### src/rtl/cpu_defs.sv
// Shared CPU definitions used by the register file and its scoreboard.
//   REG_ZERO      : architectural hard-wired zero register index
//   DATA_W_DEF    : default register width
//   ADDR_W_DEF    : default register address width
//   reg_addr_t    : 5-bit register index
//   word_t        : 32-bit data word
package cpu_defs;

  localparam int DATA_W_DEF = 32;
  localparam int ADDR_W_DEF = 5;

  typedef logic [4:0]  reg_addr_t;
  typedef logic [31:0] word_t;

  localparam reg_addr_t REG_ZERO = 5'd0;

endpackage

### src/rtl/rf_scoreboard.sv
// Pending-write scoreboard for the register file.
// Holds one busy bit per register, applies set/clear with "set wins" priority,
// and raises stall when a source operand is busy and not covered by a
// same-cycle write-back.
//   clk, rst               : clock, synchronous active-high reset
//   ra_a, ra_b             : source register indices being read
//   we, wa                 : write-back enable / destination
//   iss_valid, iss_pend    : issuing instruction, and whether it is long-latency
//   iss_dst                : destination of the issuing instruction
//   stall                  : a source operand is pending; issue must hold
module rf_scoreboard
  import cpu_defs::*;
#(
  parameter int ADDR_W = ADDR_W_DEF,
  parameter int BYPASS = 1
) (
  input  logic              clk,
  input  logic              rst,
  input  logic [ADDR_W-1:0] ra_a,
  input  logic [ADDR_W-1:0] ra_b,
  input  logic              we,
  input  logic [ADDR_W-1:0] wa,
  input  logic              iss_valid,
  input  logic              iss_pend,
  input  logic [ADDR_W-1:0] iss_dst,
  output logic              stall
);

  localparam int DEPTH = 2 ** ADDR_W;
  localparam logic [ADDR_W-1:0] ZERO_IDX = ADDR_W'(REG_ZERO);

  logic [DEPTH-1:0] busy_reg;
  logic [DEPTH-1:0] busy_next;
  logic [DEPTH-1:0] set_vec;
  logic [DEPTH-1:0] clr_vec;
  logic             set_en;
  logic             clr_en;
  logic             hit_a;
  logic             hit_b;

  // A stalled issue is re-presented next cycle, so it must not mark anything.
  assign set_en = iss_valid && iss_pend && (iss_dst != ZERO_IDX) && !stall;
  assign clr_en = we && (wa != ZERO_IDX);

  // Set after clear: a new producer claiming the register in the same cycle
  // an older result lands keeps it busy.
  for (genvar gi = 0; gi < DEPTH; gi++) begin : g_busy
    assign set_vec[gi]   = set_en && (iss_dst == ADDR_W'(gi));
    assign clr_vec[gi]   = clr_en && (wa == ADDR_W'(gi));
    assign busy_next[gi] = set_vec[gi] | (busy_reg[gi] & ~clr_vec[gi]);
  end

  always_ff @(posedge clk) begin
    if (rst) begin
      busy_reg <= '0;
    end else begin
      busy_reg <= busy_next;
    end
  end

  // Forwarded write data satisfies the operand, so only hide the hazard
  // when bypass is present.
  assign hit_a = (BYPASS != 0) && we && (wa == ra_a);
  assign hit_b = (BYPASS != 0) && we && (wa == ra_b);

  assign stall = (busy_reg[ra_a] && (ra_a != ZERO_IDX) && !hit_a) ||
                 (busy_reg[ra_b] && (ra_b != ZERO_IDX) && !hit_b);

endmodule

### src/rtl/reg_file_wb.sv
// Architectural register file with write-back port, two combinational read
// ports with optional write-to-read bypass, and a load scoreboard.
//   clk, rst        : clock, synchronous active-high reset
//   ra_a/rd_a       : read port A address / data
//   ra_b/rd_b       : read port B address / data
//   we, wa, wd      : write-back enable, address, data
//   iss_valid/iss_pend/iss_dst : issue interface for the scoreboard
//   stall           : source operand pending
module reg_file_wb
  import cpu_defs::*;
#(
  parameter int DATA_W = DATA_W_DEF,
  parameter int ADDR_W = ADDR_W_DEF,
  parameter int BYPASS = 1
) (
  input  logic              clk,
  input  logic              rst,
  input  logic [ADDR_W-1:0] ra_a,
  input  logic [ADDR_W-1:0] ra_b,
  output logic [DATA_W-1:0] rd_a,
  output logic [DATA_W-1:0] rd_b,
  input  logic              we,
  input  logic [ADDR_W-1:0] wa,
  input  logic [DATA_W-1:0] wd,
  input  logic              iss_valid,
  input  logic              iss_pend,
  input  logic [ADDR_W-1:0] iss_dst,
  output logic              stall
);

  localparam int DEPTH = 2 ** ADDR_W;
  localparam logic [ADDR_W-1:0] ZERO_IDX = ADDR_W'(REG_ZERO);

  logic [DATA_W-1:0] mem_reg [DEPTH];
  logic              wr_en;

  assign wr_en = we && (wa != ZERO_IDX);

  // One register per entry so reset can clear the whole file in one edge.
  // Entry 0 is never written; reads of R0 are forced to zero below anyway.
  for (genvar gi = 0; gi < DEPTH; gi++) begin : g_regs
    always_ff @(posedge clk) begin
      if (rst) begin
        mem_reg[gi] <= '0;
      end else if (wr_en && (wa == ADDR_W'(gi))) begin
        mem_reg[gi] <= wd;
      end
    end
  end

  always_comb begin
    rd_a = mem_reg[ra_a];
    rd_b = mem_reg[ra_b];
    if ((BYPASS != 0) && wr_en && (wa == ra_a)) rd_a = wd;
    if ((BYPASS != 0) && wr_en && (wa == ra_b)) rd_b = wd;
    if (ra_a == ZERO_IDX) rd_a = '0;
    if (ra_b == ZERO_IDX) rd_b = '0;
  end

  rf_scoreboard #(
    .ADDR_W (ADDR_W),
    .BYPASS (BYPASS)
  ) u_scoreboard (
    .clk       (clk),
    .rst       (rst),
    .ra_a      (ra_a),
    .ra_b      (ra_b),
    .we        (we),
    .wa        (wa),
    .iss_valid (iss_valid),
    .iss_pend  (iss_pend),
    .iss_dst   (iss_dst),
    .stall     (stall)
  );

endmodule

### config.mk
export PLATFORM = sky130hd
export DESIGN_NAME = reg_file_wb
export DESIGN_NICKNAME = d
export VERILOG_FILES = /design/src/rtl/cpu_defs.sv /design/src/rtl/rf_scoreboard.sv /design/src/rtl/reg_file_wb.sv
export SDC_FILE = /design/constraint.sdc
export NUM_CORES = 2
export LEC_CHECK = 0
export BUFFER_PORTS_ARGS = -buffer_cell sky130_fd_sc_hd__buf_2
export CAP_MARGIN = 15
export CORE_MARGIN = 8
export CORE_UTILIZATION = 50
export CTS_CLUSTER_SIZE = 12
export DETAILED_ROUTE_END_ITERATION = 10
export PLACE_DENSITY = 0.66
export SLEW_MARGIN = 0
export SYNTH_ARGS = -nofsm -noshare
export SYNTH_HDL_FRONTEND = slang
export SYNTH_SLANG_ARGS = --single-unit
### constraint.sdc
create_clock -name clk -period 5.9 [get_ports clk]
set_input_delay 0.295 -clock clk [delete_from_list [all_inputs] [get_ports clk]]
set_output_delay 0.295 -clock clk [all_outputs]
set_load 0.1 [all_outputs]
==> metrics.txt <==
status finished clean; Root Driver clkbuf_16; pre-CTS setup slack ~1.7 ns; final setup fails 0; Setup Skew between 0.007 and 0.008 ns; post-synth top area share between 50% and 60%; vias in the first global route 37.0k; Synth Register Bits about 1.1k; worst setup margin ~1.6 ns; sequential area share after synthesis a little over half; Initial Util between 50 and 60%; gpl congestion 0.882; CTS tree done; initial antenna violation count 31; top_reg_cell synth edfxtp_1; Die Width around 350 microns; CTS Hold Bufs 3; crit-path leading delay family simple AND/OR/NAND/NOR gates; met2 GRT Util between 40% and 50%; H-tree depth 3; Synth async-reset ratio 0%; IO Pins around 120; fin crit period 4.32 ns; busiest layer in global routing met2; GRT Util Overall a little under a third; largest net degree at the start of global routing between 70 and 80; post-DR vias/cell 6.82; flop2flop setup slack approximately 3.8 ns; CP bufs+invs 3; crit-path max FO 52; Critical-path top delay cell nor3_1; max-slew violations 0; first-pass GRT wire length ~280 mm; Setup Total Neg Slack 0 ns; crit path DAT just over 4 ns; area growth from synthesis to layout 9.80%; post-synth top area cell edfxtp_1; leakage about 22 nW; critical path class primary input to output port; via count about 37k; critical path startpoint category primary input; GRT met1 Usage 42.8%; actual slew at the worst max-slew pin 1.23 ns; worst setup path endpoint rd_b[29]; wire per inst 36.7 microns; total congestion overflow 0; most frequent cell after synthesis edfxtp_1; RSZ-0062 raised after global routing false; Stages on worst setup path 8; total design power ~18 mW; main area contributors after synthesis edfxtp_1, mux4_2, and2_1; Cell Area, Synth between 50000 and 60000 sq um; Core Util, Final 55.2%; Crit path required time between 5 and 6 ns; initial drt markers ~6.3k; Max stage delay on crit path 0.84 ns; reg2reg path depth 6; hold crit path type primary input to flip-flop; YS warnings 0; M3 GR Usage under 10%; Worst Setup End Kind output port; most frequent cells after synthesis edfxtp_1, and2_1, mux4_2, clkbuf_1, mux2i_1; Routed Antenna Nets 0; fmax 231 MHz; layout net count approximately 3.8k; drt pass-1 iters 5; total CTS buffers ~110; Placeable Area approximately 110000 sq um; syn avg cell area around 15 sq um; postcts setup bufs 0; clock transition at the registers of the reported paths 0.06 ns; post-detail-place hpwl approximately 110 mm; reg2reg end u_scoreboard.busy_reg[5]$_SDFF_PP0_; final cycle utilization of the critical path 73.3%; r2r startpoint u_scoreboard.busy_reg[30]$_SDFF_PP0_; proportion of layout cells with a drive suffix above 1 between 20 and 30%; crit path from ra_b[2]; CP Cell Sequence clkbuf_8, xor2_1, nor4_1, o2111ai_4, buf_4, and3_1, nor3_1, buf_2; Synth Instances approximately 3.8k; Hold Violations, Final 0; number of enable flip-flop cells after synthesis roughly 1k; Die Height 355 microns; Max Buffers Root-to-Sink 3; Total Die Area between 100000 and 150000 sq um; total wire length between 150 and 200 mm; worst skew pair latency ~0.70 ns; # DRC 0; max reg flops roughly 1.0k; maximum vdd drop between 0.3 and 0.4 mV; Max Cap Viol 0; pwr/cell area 293 nW/um^2; Sink Count approximately 1.1k; Port Buffers 121; row count approximately 120; Synth cell types 54; post_cts resized 0; Slew headroom between 10% and 20%
-- per-layer routing --
layer,vias up,part of all wire (%)
li1,14563,-
met4,8,5.0
met2,2918,44
met5,-,0.026
met3,571,14
met1,18840,37
-- logic make-up after synthesis --
logic type / after synthesis / synth area share (%)
and+or+nand+nor: 1327 / 13.5
DFF: 1056 / 54.7
other: 1 / 0.00654
AOI/OAI and AO/OA: 248 / 3.18
buffers and inverters: 444 / 3.50
xor gates and xnor gates: 9 / 0.137
muxes: 732 / 25.0
-- worst min path at each step --
stage	to	depth (start not counted)	from	slack (ns)
global placement	u_scoreboard.busy_reg[23]$_SDFF_PP0_	2	u_scoreboard.busy_reg[23]$_SDFF_PP0_	0.45
floorplan	u_scoreboard.busy_reg[12]$_SDFF_PP0_	2	u_scoreboard.busy_reg[12]$_SDFF_PP0_	0.44
finish	u_scoreboard.busy_reg[21]$_SDFF_PP0_	4	iss_dst[1]	0.06
global route	u_scoreboard.busy_reg[26]$_SDFF_PP0_	4	iss_dst[0]	0.08
CTS	u_scoreboard.busy_reg[21]$_SDFF_PP0_	4	iss_dst[1]	0.02
detailed placement	u_scoreboard.busy_reg[9]$_SDFF_PP0_	2	u_scoreboard.busy_reg[9]$_SDFF_PP0_	0.46
-- metrics by stage --
stage                     cell area [sq um]  hold slack, ns  cells
after CTS                             62900          0.0214   5392
after floorplan                       57500           0.437   3848
after global routing                  62900          0.0785   5396
final                                 63000          0.0576   5412
after global placement                59400           0.448   5180
after detailed placement              59500           0.457   5183
-- cell type report --
| class | instances | area [sq um] |
|---|---|---|
| Antenna cell | 19 | 47.5 |
| Clock buffer | 152 | 3100 |
| Clock inverter | 54 | 319 |
| Fill cell | 8958 | 51100 |
| Inverter | 32 | 120 |
| Multi-Input combinational cell | 2348 | 24400 |
| Sequential cell | 1056 | 31400 |
| Tap cell | 1512 | 1890 |
| Timing Repair Buffer | 239 | 1720 |
-- cells in the final DEF (no fill, tap or decap), types with 35 or more instances in the layout --
master,synthesis,final
clkbuf_16,0,116
buf_2,64,110
a211oi_1,39,38
nor2b_1,36,35
a21oi_1,53,53
buf_4,37,107
mux4_2,555,555
nor2_1,89,62
and2_1,995,995
mux2i_1,131,131
nand2_1,130,130
edfxtp_1,1024,1024
mux2_2,46,46
-- worst reg2reg max path, stage by stage (launching register included) --
cell and delay [ns]:
dfxtp_1 0.32, mux4_2 0.47, a32o_1 0.28, nor3_1 0.27
a2111oi_4 0.09, buf_4 0.29, o32ai_1 0.33
-- where the power goes --
part           total (mW)  switching (mW)  internal, mW
logic                2.89            1.90         0.985
registers            8.83           0.195          8.64
clock network        6.75            2.98          3.78
Note: power is estimated with default switching activity, not from simulation.
